**src/rtl/hilo_pkg.sv**
```systemverilog
// Shared encodings for the HI/LO multiply sequencer: opcodes, FSM states, data width
// and the magnitude helper used when a signed operand enters the unsigned datapath.
package hilo_pkg;

    localparam int DATA_W = 32;

    typedef enum logic [2:0] {
        OP_NOP   = 3'b000,
        OP_MULT  = 3'b001,
        OP_MULTU = 3'b010,
        OP_MADD  = 3'b011,
        OP_MSUB  = 3'b100,
        OP_MTHI  = 3'b101,
        OP_MTLO  = 3'b110
    } op_e;

    typedef enum logic [1:0] {
        S_IDLE  = 2'b00,
        S_CALC  = 2'b01,
        S_WRITE = 2'b10
    } state_e;

    // 0x80000000 maps to itself, which is the correct magnitude read as unsigned.
    function automatic logic [DATA_W-1:0] abs32(input logic [DATA_W-1:0] x);
        return x[DATA_W-1] ? (~x + 1'b1) : x;
    endfunction

endpackage

```
**src/rtl/shift_add_core.sv**
```systemverilog
// Iterative unsigned shift-add multiplier retiring BITS_PER_CYCLE multiplier bits per
// step; last_o flags the step that completes the product.
module shift_add_core
    import hilo_pkg::*;
#(
    parameter int BITS_PER_CYCLE = 1
) (
    input  logic                  clk_i,
    input  logic                  srst_i,
    input  logic                  load_i,
    input  logic                  step_i,
    input  logic [DATA_W-1:0]     mcand_i,
    input  logic [DATA_W-1:0]     mplier_i,
    output logic [2*DATA_W-1:0]   product_o,
    output logic                  last_o
);

    localparam int N     = DATA_W / BITS_PER_CYCLE;
    localparam int CNT_W = $clog2(N) + 1;

    logic [2*DATA_W-1:0] mcand_q, mcand_d;
    logic [2*DATA_W-1:0] acc_q, acc_d;
    logic [DATA_W-1:0]   mplier_q, mplier_d;
    logic [CNT_W-1:0]    cnt_q, cnt_d;

    logic [2*DATA_W-1:0] pp [BITS_PER_CYCLE];
    logic [2*DATA_W-1:0] pp_sum;

    // One partial product per multiplier bit retired in this step.
    genvar gi;
    generate
        for (gi = 0; gi < BITS_PER_CYCLE; gi++) begin : g_pp
            assign pp[gi] = mplier_q[gi] ? (mcand_q << gi) : '0;
        end
    endgenerate

    always_comb begin
        pp_sum = '0;
        for (int k = 0; k < BITS_PER_CYCLE; k++) begin
            pp_sum = pp_sum + pp[k];
        end
    end

    always_comb begin
        mcand_d  = mcand_q;
        acc_d    = acc_q;
        mplier_d = mplier_q;
        cnt_d    = cnt_q;
        if (load_i) begin
            mcand_d  = {{DATA_W{1'b0}}, mcand_i};
            acc_d    = '0;
            mplier_d = mplier_i;
            cnt_d    = '0;
        end else if (step_i) begin
            mcand_d  = mcand_q << BITS_PER_CYCLE;
            acc_d    = acc_q + pp_sum;
            mplier_d = mplier_q >> BITS_PER_CYCLE;
            cnt_d    = cnt_q + 1'b1;
        end
    end

    always_ff @(posedge clk_i) begin
        if (srst_i) begin
            mcand_q  <= '0;
            acc_q    <= '0;
            mplier_q <= '0;
            cnt_q    <= '0;
        end else begin
            mcand_q  <= mcand_d;
            acc_q    <= acc_d;
            mplier_q <= mplier_d;
            cnt_q    <= cnt_d;
        end
    end

    assign product_o = acc_q;
    assign last_o    = (cnt_q == CNT_W'(N - 1));

endmodule

```
**src/rtl/hilo_mult_controller.sv**
```systemverilog
// HI/LO sequencer: issues multiply-class ops to the shift-add core, applies the sign and
// MADD/MSUB accumulation in WRITE, and serves MTHI/MTLO and MFHI/MFLO with stall.
module hilo_mult_controller
    import hilo_pkg::*;
#(
    parameter int BITS_PER_CYCLE = 1
) (
    input  logic              Clk,
    input  logic              Rst,
    input  logic              Start,
    input  logic [2:0]        Op,
    input  logic [DATA_W-1:0] RsData,
    input  logic [DATA_W-1:0] RtData,
    input  logic              ReadHiLo,
    input  logic              HiLoSel,
    output logic [DATA_W-1:0] ReadData,
    output logic              Busy,
    output logic              Stall,
    output logic              Done,
    output logic [DATA_W-1:0] Hi,
    output logic [DATA_W-1:0] Lo
);

    state_e            state_q, state_d;
    op_e               op_q, op_d;
    logic              sign_q, sign_d;
    logic [DATA_W-1:0] hi_q, hi_d;
    logic [DATA_W-1:0] lo_q, lo_d;

    op_e                 op_in;
    logic                core_load, core_step, core_last;
    logic [DATA_W-1:0]   mcand_in, mplier_in;
    logic [2*DATA_W-1:0] core_product, signed_product, hilo_cur, hilo_new;

    assign op_in = op_e'(Op);

    // MULTU feeds raw operands; the signed ops feed magnitudes and fix the sign in WRITE.
    assign mcand_in  = (op_in == OP_MULTU) ? RsData : abs32(RsData);
    assign mplier_in = (op_in == OP_MULTU) ? RtData : abs32(RtData);

    shift_add_core #(
        .BITS_PER_CYCLE(BITS_PER_CYCLE)
    ) u_core (
        .clk_i    (Clk),
        .srst_i   (Rst),
        .load_i   (core_load),
        .step_i   (core_step),
        .mcand_i  (mcand_in),
        .mplier_i (mplier_in),
        .product_o(core_product),
        .last_o   (core_last)
    );

    assign signed_product = sign_q ? (~core_product + 1'b1) : core_product;
    assign hilo_cur       = {hi_q, lo_q};

    always_comb begin
        case (op_q)
            OP_MADD: hilo_new = hilo_cur + signed_product;
            OP_MSUB: hilo_new = hilo_cur - signed_product;
            default: hilo_new = signed_product;
        endcase
    end

    always_comb begin
        state_d   = state_q;
        op_d      = op_q;
        sign_d    = sign_q;
        hi_d      = hi_q;
        lo_d      = lo_q;
        core_load = 1'b0;
        core_step = 1'b0;
        Busy      = 1'b0;
        Done      = 1'b0;
        case (state_q)
            S_IDLE: begin
                if (Start) begin
                    case (op_in)
                        OP_MULT, OP_MULTU, OP_MADD, OP_MSUB: begin
                            core_load = 1'b1;
                            op_d      = op_in;
                            sign_d    = (op_in == OP_MULTU) ? 1'b0
                                                            : (RsData[DATA_W-1] ^ RtData[DATA_W-1]);
                            state_d   = S_CALC;
                        end
                        OP_MTHI: hi_d = RsData;
                        OP_MTLO: lo_d = RsData;
                        default: ;
                    endcase
                end
            end
            S_CALC: begin
                Busy      = 1'b1;
                core_step = 1'b1;
                if (core_last) begin
                    state_d = S_WRITE;
                end
            end
            S_WRITE: begin
                Busy    = 1'b1;
                Done    = 1'b1;
                hi_d    = hilo_new[2*DATA_W-1:DATA_W];
                lo_d    = hilo_new[DATA_W-1:0];
                state_d = S_IDLE;
            end
            default: state_d = S_IDLE;
        endcase
    end

    always_ff @(posedge Clk) begin
        if (Rst) begin
            state_q <= S_IDLE;
            op_q    <= OP_NOP;
            sign_q  <= 1'b0;
            hi_q    <= '0;
            lo_q    <= '0;
        end else begin
            state_q <= state_d;
            op_q    <= op_d;
            sign_q  <= sign_d;
            hi_q    <= hi_d;
            lo_q    <= lo_d;
        end
    end

    assign Stall    = Busy & (Start | ReadHiLo);
    assign ReadData = HiLoSel ? hi_q : lo_q;
    assign Hi       = hi_q;
    assign Lo       = lo_q;

endmodule

```
**config.mk**
```make
export PLATFORM = sky130hd
export DESIGN_NAME = hilo_mult_controller
export DESIGN_NICKNAME = d
export VERILOG_FILES = /design/src/rtl/hilo_pkg.sv /design/src/rtl/shift_add_core.sv /design/src/rtl/hilo_mult_controller.sv
export SDC_FILE = /design/constraint.sdc
export NUM_CORES = 1
export LEC_CHECK = 0
export CORE_ASPECT_RATIO = 0.7
export CORE_MARGIN = 2
export CORE_UTILIZATION = 55
export CTS_CLUSTER_DIAMETER = 150
export DETAILED_ROUTE_END_ITERATION = 16
export GPL_TIMING_DRIVEN = 0
export PLACE_DENSITY_LB_ADDON = 0.25
export SYNTH_ARGS = -nofsm -noshare
export SYNTH_HDL_FRONTEND = slang
export SYNTH_SLANG_ARGS = --single-unit
export TNS_END_PERCENT = 5
```
**constraint.sdc**
```tcl
create_clock -name Clk -period 6.5 [get_ports Clk]
set_clock_uncertainty 0.2 [all_clocks]
set_input_delay 1.95 -clock Clk [delete_from_list [all_inputs] [get_ports Clk]]
set_output_delay 1.95 -clock Clk [all_outputs]
set_load 0.02 [all_outputs]
```
After elaboration in Yosys (flattened, before gate mapping)
Index checks and enable logic that the tools add are counted. W data, S select, Z words.

Equal/unequal tests: 16. Reductions and logical operators: 10. Muxes and demuxes: 29. Add/subtract/negate cells: 7. Bitwise operators: 6.

Operators with widths (count): $mux W32 (13); $add A64 B64 Y64 (2); $mux W64 (2); $pmux W32 S2 (2); $pmux W64 S2 (1); $add A32 B1 Y32 const B (2); $add A64 B1 Y64 const B (1); $not A32 Y32 (2); $not A64 Y64 (1); $sub A64 B64 Y64 (1); $eq A3 B3 Y1 const B (4); $reduce_and A3 Y1 (4); $eq A3 B2 Y1 const B (3); $mux W1 (7); $add A6 B1 Y6 const B (1); $eq A6 B5 Y1 const B (1); $mux W2 (3); $ne A2 B1 Y1 const B (3); $ne A2 B2 Y1 const B (2); $pmux W2 S2 (1); $reduce_bool A2 Y1 (2); $reduce_or A2 Y1 (2); $reduce_or A4 Y1 (1); $eq A3 B1 Y1 const B (1); 6 further kinds (6).

Word-level logic and storage cells: 78. Bits in registers: 236. Output and inout port bits: 99. Input port bits: 72.

Longest topological paths before layout
Depth in word-level cells: 6. Depth in mapped cells: 28. Gate-level depth less buffers: 25.

Hierarchy
Synthesis repeated with hierarchy kept, for this count alone.

Cells, all modules: 3164. Area total of the unflattened synthesis: 23563.8 um^2.

By module, submodules not included: hilo_mult_controller (times used 1, area each 12967.4 um^2, sequential area each 1401.3 um^2, cells each 1851); shift_add_core (times used 1, area each 10596.4 um^2, sequential area each 3323.2 um^2, cells each 1313).

Worst setup path after synthesis
OpenSTA, ideal clock, no wires.

Path kind: reg-to-reg. Start: register u_core.acc_q[0] (netlist: u_core.product_o[0]). End: register hi_q[31] (netlist: Hi[31]). Path buffers: 4. Slack: -0.173 ns. Data required time: 6.209 ns. Cell stages (with the launch flop): 27. Period minus slack after synthesis: 6.673 ns. Data arrival time: 6.382 ns. Setup time: 0.091 ns. Cells stage by stage: dfxtp_1 > clkbuf_1 > inv_1 > ha_1 > or4b_4 > buf_6 > or4_4 > buf_6 > a2111oi_0 > o2111ai_1 > a211oi_1 > nand4_1 > nor4b_1 > a31oi_1 > xnor2_1 > ha_1 > clkbuf_1 > a21o_1 > a21o_1 > a21oi_1 > nand2_1 > or4_1 > a31oi_1 > o21ai_0 > a311oi_1 > xnor2_1 > a311oi_1.

Cells in the longest elaborated chain, start to end: 6. Elaborated cells on any way between the ends: 7. Classes of those cells: add/sub (3); mux (3); bitwise (1).

RTL lines: start, declared (RTL line shift_add_core.sv:22) `logic [2*DATA_W-1:0] acc_q, acc_d;`; start signal, assigned (RTL line shift_add_core.sv:65) `acc_q <= '0;`; start signal, assigned (RTL line shift_add_core.sv:70) `acc_q <= acc_d;`; $not A64 Y64 (RTL line hilo_mult_controller.sv:54) `assign signed_product = sign_q ? (~core_product + 1'b1) : core_product;`; $add A64 B1 Y64 (RTL line hilo_mult_controller.sv:54); $mux W64 * (RTL line hilo_mult_controller.sv:54); $sub A64 B64 Y64 / $add A64 B64 Y64 (equally long branches) (RTL line hilo_mult_controller.sv:60, hilo_mult_controller.sv:59); $pmux W64 S2 * (RTL line hilo_mult_controller.sv:58) `case (op_q)`; $pmux W32 S2 * (RTL line hilo_mult_controller.sv:75) `case (state_q)`; end signal, assigned (RTL line hilo_mult_controller.sv:121) `hi_q <= hi_d;`; end, declared (RTL line hilo_mult_controller.sv:27) `logic [DATA_W-1:0] hi_q, hi_d;`.

Every way passes the cells marked *; elsewhere a longest branch is shown, timed or not. A chain may end at the register's enable or synchronous reset.

Worst setup path in the final report
Start: register u_core.acc_q[0] (netlist: u_core.product_o[0]). End: register hi_q[30] (netlist: Hi[30]).

The elaborated chain is that of the path after synthesis.

==> flow_summary_export.csv <==
group,metric,value,unit
outcome,status,"finished, violations left",
outcome,violations,"max-capacitance violations, negative setup slack",
drt,drt_first_pass_iters,7,
yosys,synth_warnings,0,
cts,hold_buffers,0,
sta,slew_viol_final,0,
yosys,synthTopCellsByArea,"dfxtp_1, ha_1, nor2_1",
worst_setup_path,required,6.74,ns
global_routing,grt_usage,44.9,%
worst_setup_path,crit_fanout,7,
yosys,synth_ff_type,"dfxtp_1",
sta,min_period,6.57,ns
die,core,41100,µm²
hold_path,hp-class,"register to register",
power_and_ir_drop,pwr-share-seq,20.3,%
die,die_h,175,µm
yosys,ys_top_cells_by_count,"nor2_1, a21oi_1, nand2_1",
worst_setup_path,critical_path.top_delay_family,"simple AND/OR/NAND/NOR gates",
power_and_ir_drop,leakage,0.0112,µW
power_and_ir_drop,clkPwrFrac,18.5,%
yosys,yosysMostFrequentCell,"nor2_1",
yosys,synth-async-reset-ratio,0,%
sta,fmax,152,MHz
finish,fill_cells,3574,
yosys,synth-edff-count,0,
placement,gp_congestion,1.12,
global_routing,grt_max_degree,16,
worst_setup_path,path_buf_inv,2,
drt,wire_per_inst,26.5,µm
power_and_ir_drop,p_comb_share,61.2,%
yosys,ys_ff_latch,236,
cts,cts.sinks,236,
power_and_ir_drop,peakVddDrop,0.191,mV
finish,final_cell_count_no_fill,3885,
cts,root_buffer,"clkbuf_16",
yosys,ys_seq_area_share,20.5,%
worst_setup_path,start_kind,"register",
sta,finalHoldViolCount,0,
yosys,avgSynthCellArea,7.42,µm²
yosys,ys_types,77,
global_routing,grt_pass1_vias,24500,
cts,cts_tree,"done",
die,pin_count,171,
global_routing,grt_pass1_wl,152,mm
drt,routed_wl,103,mm
sta,setup_ws,-0.0672,ns
die,die_w,249,µm
yosys,yosysTopAreaCell,"dfxtp_1",
worst_setup_path,worst-setup-path-type,"register to register",
power_and_ir_drop,cellPowerDensity,289,nW/µm²
cts,h-tree-depth,1,
yosys,synth_top_area_share,20.5,%
power_and_ir_drop,power_switching,3910,µW
finish,area_delta_synth_final,19.5,%
sta,tightest_slew,1.48,ns
yosys,syn_nets,3310,
die,rows,62,
finish,drive_above_1_share,9.39,%
cts,clk_path_buf_depth,3,
cts,clk_latency,0.58,ns
drt,drt_iter0_drc,4337,
drt,vias,27200,
sta,setup_viol_count_final,3,
yosys,syn_inst,3101,
global_routing,antenna_found_initial,7,
placement,io_buffers,167,
sta,timing.slew.headroom,0.942,%
cts,cts_inserted_buffers,25,
drt,drc,0,
cts,path_clk_slew,0.07,ns
finish,final_util,66.9,%
placement,dp.cells,3812,
sta,min_period_over_period,101,%
power_and_ir_drop,p_int,4040,µW
worst_setup_path,cpMostUsedCell,"a21o_1",
drt,viasPerCell,7.00,
worst_setup_path,crit_chain,"inv_4, ha_4, or4b_4, or4_4, buf_4, or4_1, a31oi_4, o211a_1, nand4_1, or4_4, o21ai_1, xor2_2, ha_4, a21o_1, a21o_1, a21oi_2, o21bai_1, a21o_1, a21o_1, a21o_1, nand3_1, a311o_1, o21ai_0, nor4b_1",
power_and_ir_drop,swShare,49.2,%
worst_setup_path,crit_arrival,6.80,ns
worst_setup_path,cp_slowest_stage_delay,0.56,ns
worst_setup_path,crit_slowest_cell,"or4_4",
placement,hpwl,81.4,mm
worst_setup_path,end_kind,"register",
sta,grt_setup_unrepaired,"true",
global_routing,overflow,0,
die,initial_core_util,56.0,%
yosys,syn_area,23000,µm²
run,cap_violations,1,
finish,fin_nets,3527,
die,dieArea,43500,µm²
drt,postRouteAntennaNets,0,
==> per-layer routing <==
| layer | global-route usage [%] | vias up | part of all wire, % |
|---|---|---|---|
| met5 | 2.31 | - | 0.16 |
| met2 | 62.8 | 2149 | 39 |
| met4 | 15.1 | 8 | 4.4 |
| met1 | 64.1 | 12800 | 41 |
| met3 | 14.2 | 399 | 16 |
| li1 | - | 11800 | - |
==> kinds of logic (layout without fill, tap and decap cells) <==
group,count (synthesis),in the layout,share of synthesized area (%)
simple gates,1081,1081,22.5
buf+inv,263,496,4.42
flops,236,236,20.5
fa+ha+maj,137,137,7.51
other cells,0,7,0
mux,175,175,7.80
compound gates,923,923,26.3
xor+xnor,286,286,10.9
==> path summary, 6_finish.rpt <==
check / startpoint / endpoint / slack (ns) / depth (start not counted)
setup / recovery: u_core.product_o[0] / Hi[30] / -0.07 / 24
hold / removal: op_q[0] / op_q[0] / 0.28 / 2
setup reg to reg: u_core.product_o[0] / Hi[30] / -0.07 / 24
hold reg to reg: op_q[0] / op_q[0] / 0.28 / 2
==> sequential cells by signal, indices dropped and copies added (netlist names) <==
register	count
state_q	2
u_core.mcand_q	64
sign_q	1
u_core.cnt_q	6
op_q	3
Hi	32
u_core.mplier_q	32
Lo	32
u_core.product_o	64
==> repair_timing <==
action	CTS	global route
setup endpoints to repair	48	28
resized for setup	139	87
buffers inserted	36	15
pin swaps	41	27
==> cell type report <==
cell class	count	area (µm²)	share of cell area, %
Antenna cell	7	17.5	0.0637
Buffer	177	724	2.63
Clock buffer	27	653	2.37
Clock inverter	16	136	0.496
Inverter	58	224	0.814
Multi-Input combinational cell	2602	18300	66.5
Sequential cell	236	4740	17.2
Tap cell	544	681	2.47
Timing Repair Buffer	218	2050	7.47
==> power groups by stage <==
stage,registers (µW),clock network [µW],logic (µW)
after global routing,1620,1500,5060
final,1620,1470,4860
after CTS,1610,1450,4410
after global placement,1640,0,4090
after detailed placement,1640,0,4100
after floorplan,1620,0,2790
==> per-stage QoR <==
| step | TNS, ns | instance area, µm² | hold slack (ns) | setup WS [ns] | total power (µW) |
|---|---|---|---|---|---|
| floorplan | 0 | 23000 | 0.249 | 0.0205 | 4410 |
| global placement | -67.86 | 25400 | 0.256 | -2.47 | 5720 |
| finish | -0.126 | 27500 | 0.279 | -0.0672 | 7950 |
| global route | -1.78 | 27500 | 0.289 | -0.226 | 8180 |
| CTS | -0.0235 | 27100 | 0.276 | -0.0235 | 7470 |
| detailed placement | -66.34 | 25400 | 0.266 | -2.47 | 5740 |
==> worst register-to-register path: stages (launching register included) <==
cell and delay (ns):
dfxtp_4 0.36, inv_4 0.07, ha_4 0.14, or4b_4 0.55
or4_4 0.56, buf_4 0.19, or4_1 0.55, a31oi_4 0.33
o211a_1 0.26, nand4_1 0.13, or4_4 0.50, o21ai_1 0.22
xor2_2 0.26, ha_4 0.28, a21o_1 0.20, a21o_1 0.19
a21oi_2 0.16, o21bai_1 0.08, a21o_1 0.18, a21o_1 0.17
a21o_1 0.20, nand3_1 0.09, a311o_1 0.18, o21ai_0 0.09
nor4b_1 0.32
==> placed cells by master (no fill, tap or decap), types with 123 or more instances in the layout <==
master,synthesis,final
a21oi_1,264,253
clkbuf_1,183,142
clkdlybuf4s50_1,0,167
dfxtp_1,236,227
ha_1,135,123
mux2i_1,139,139
nand2_1,240,237
nor2_1,379,377
o21ai_0,132,125
xnor2_1,158,141
Power figures use the tool's default switching activity.
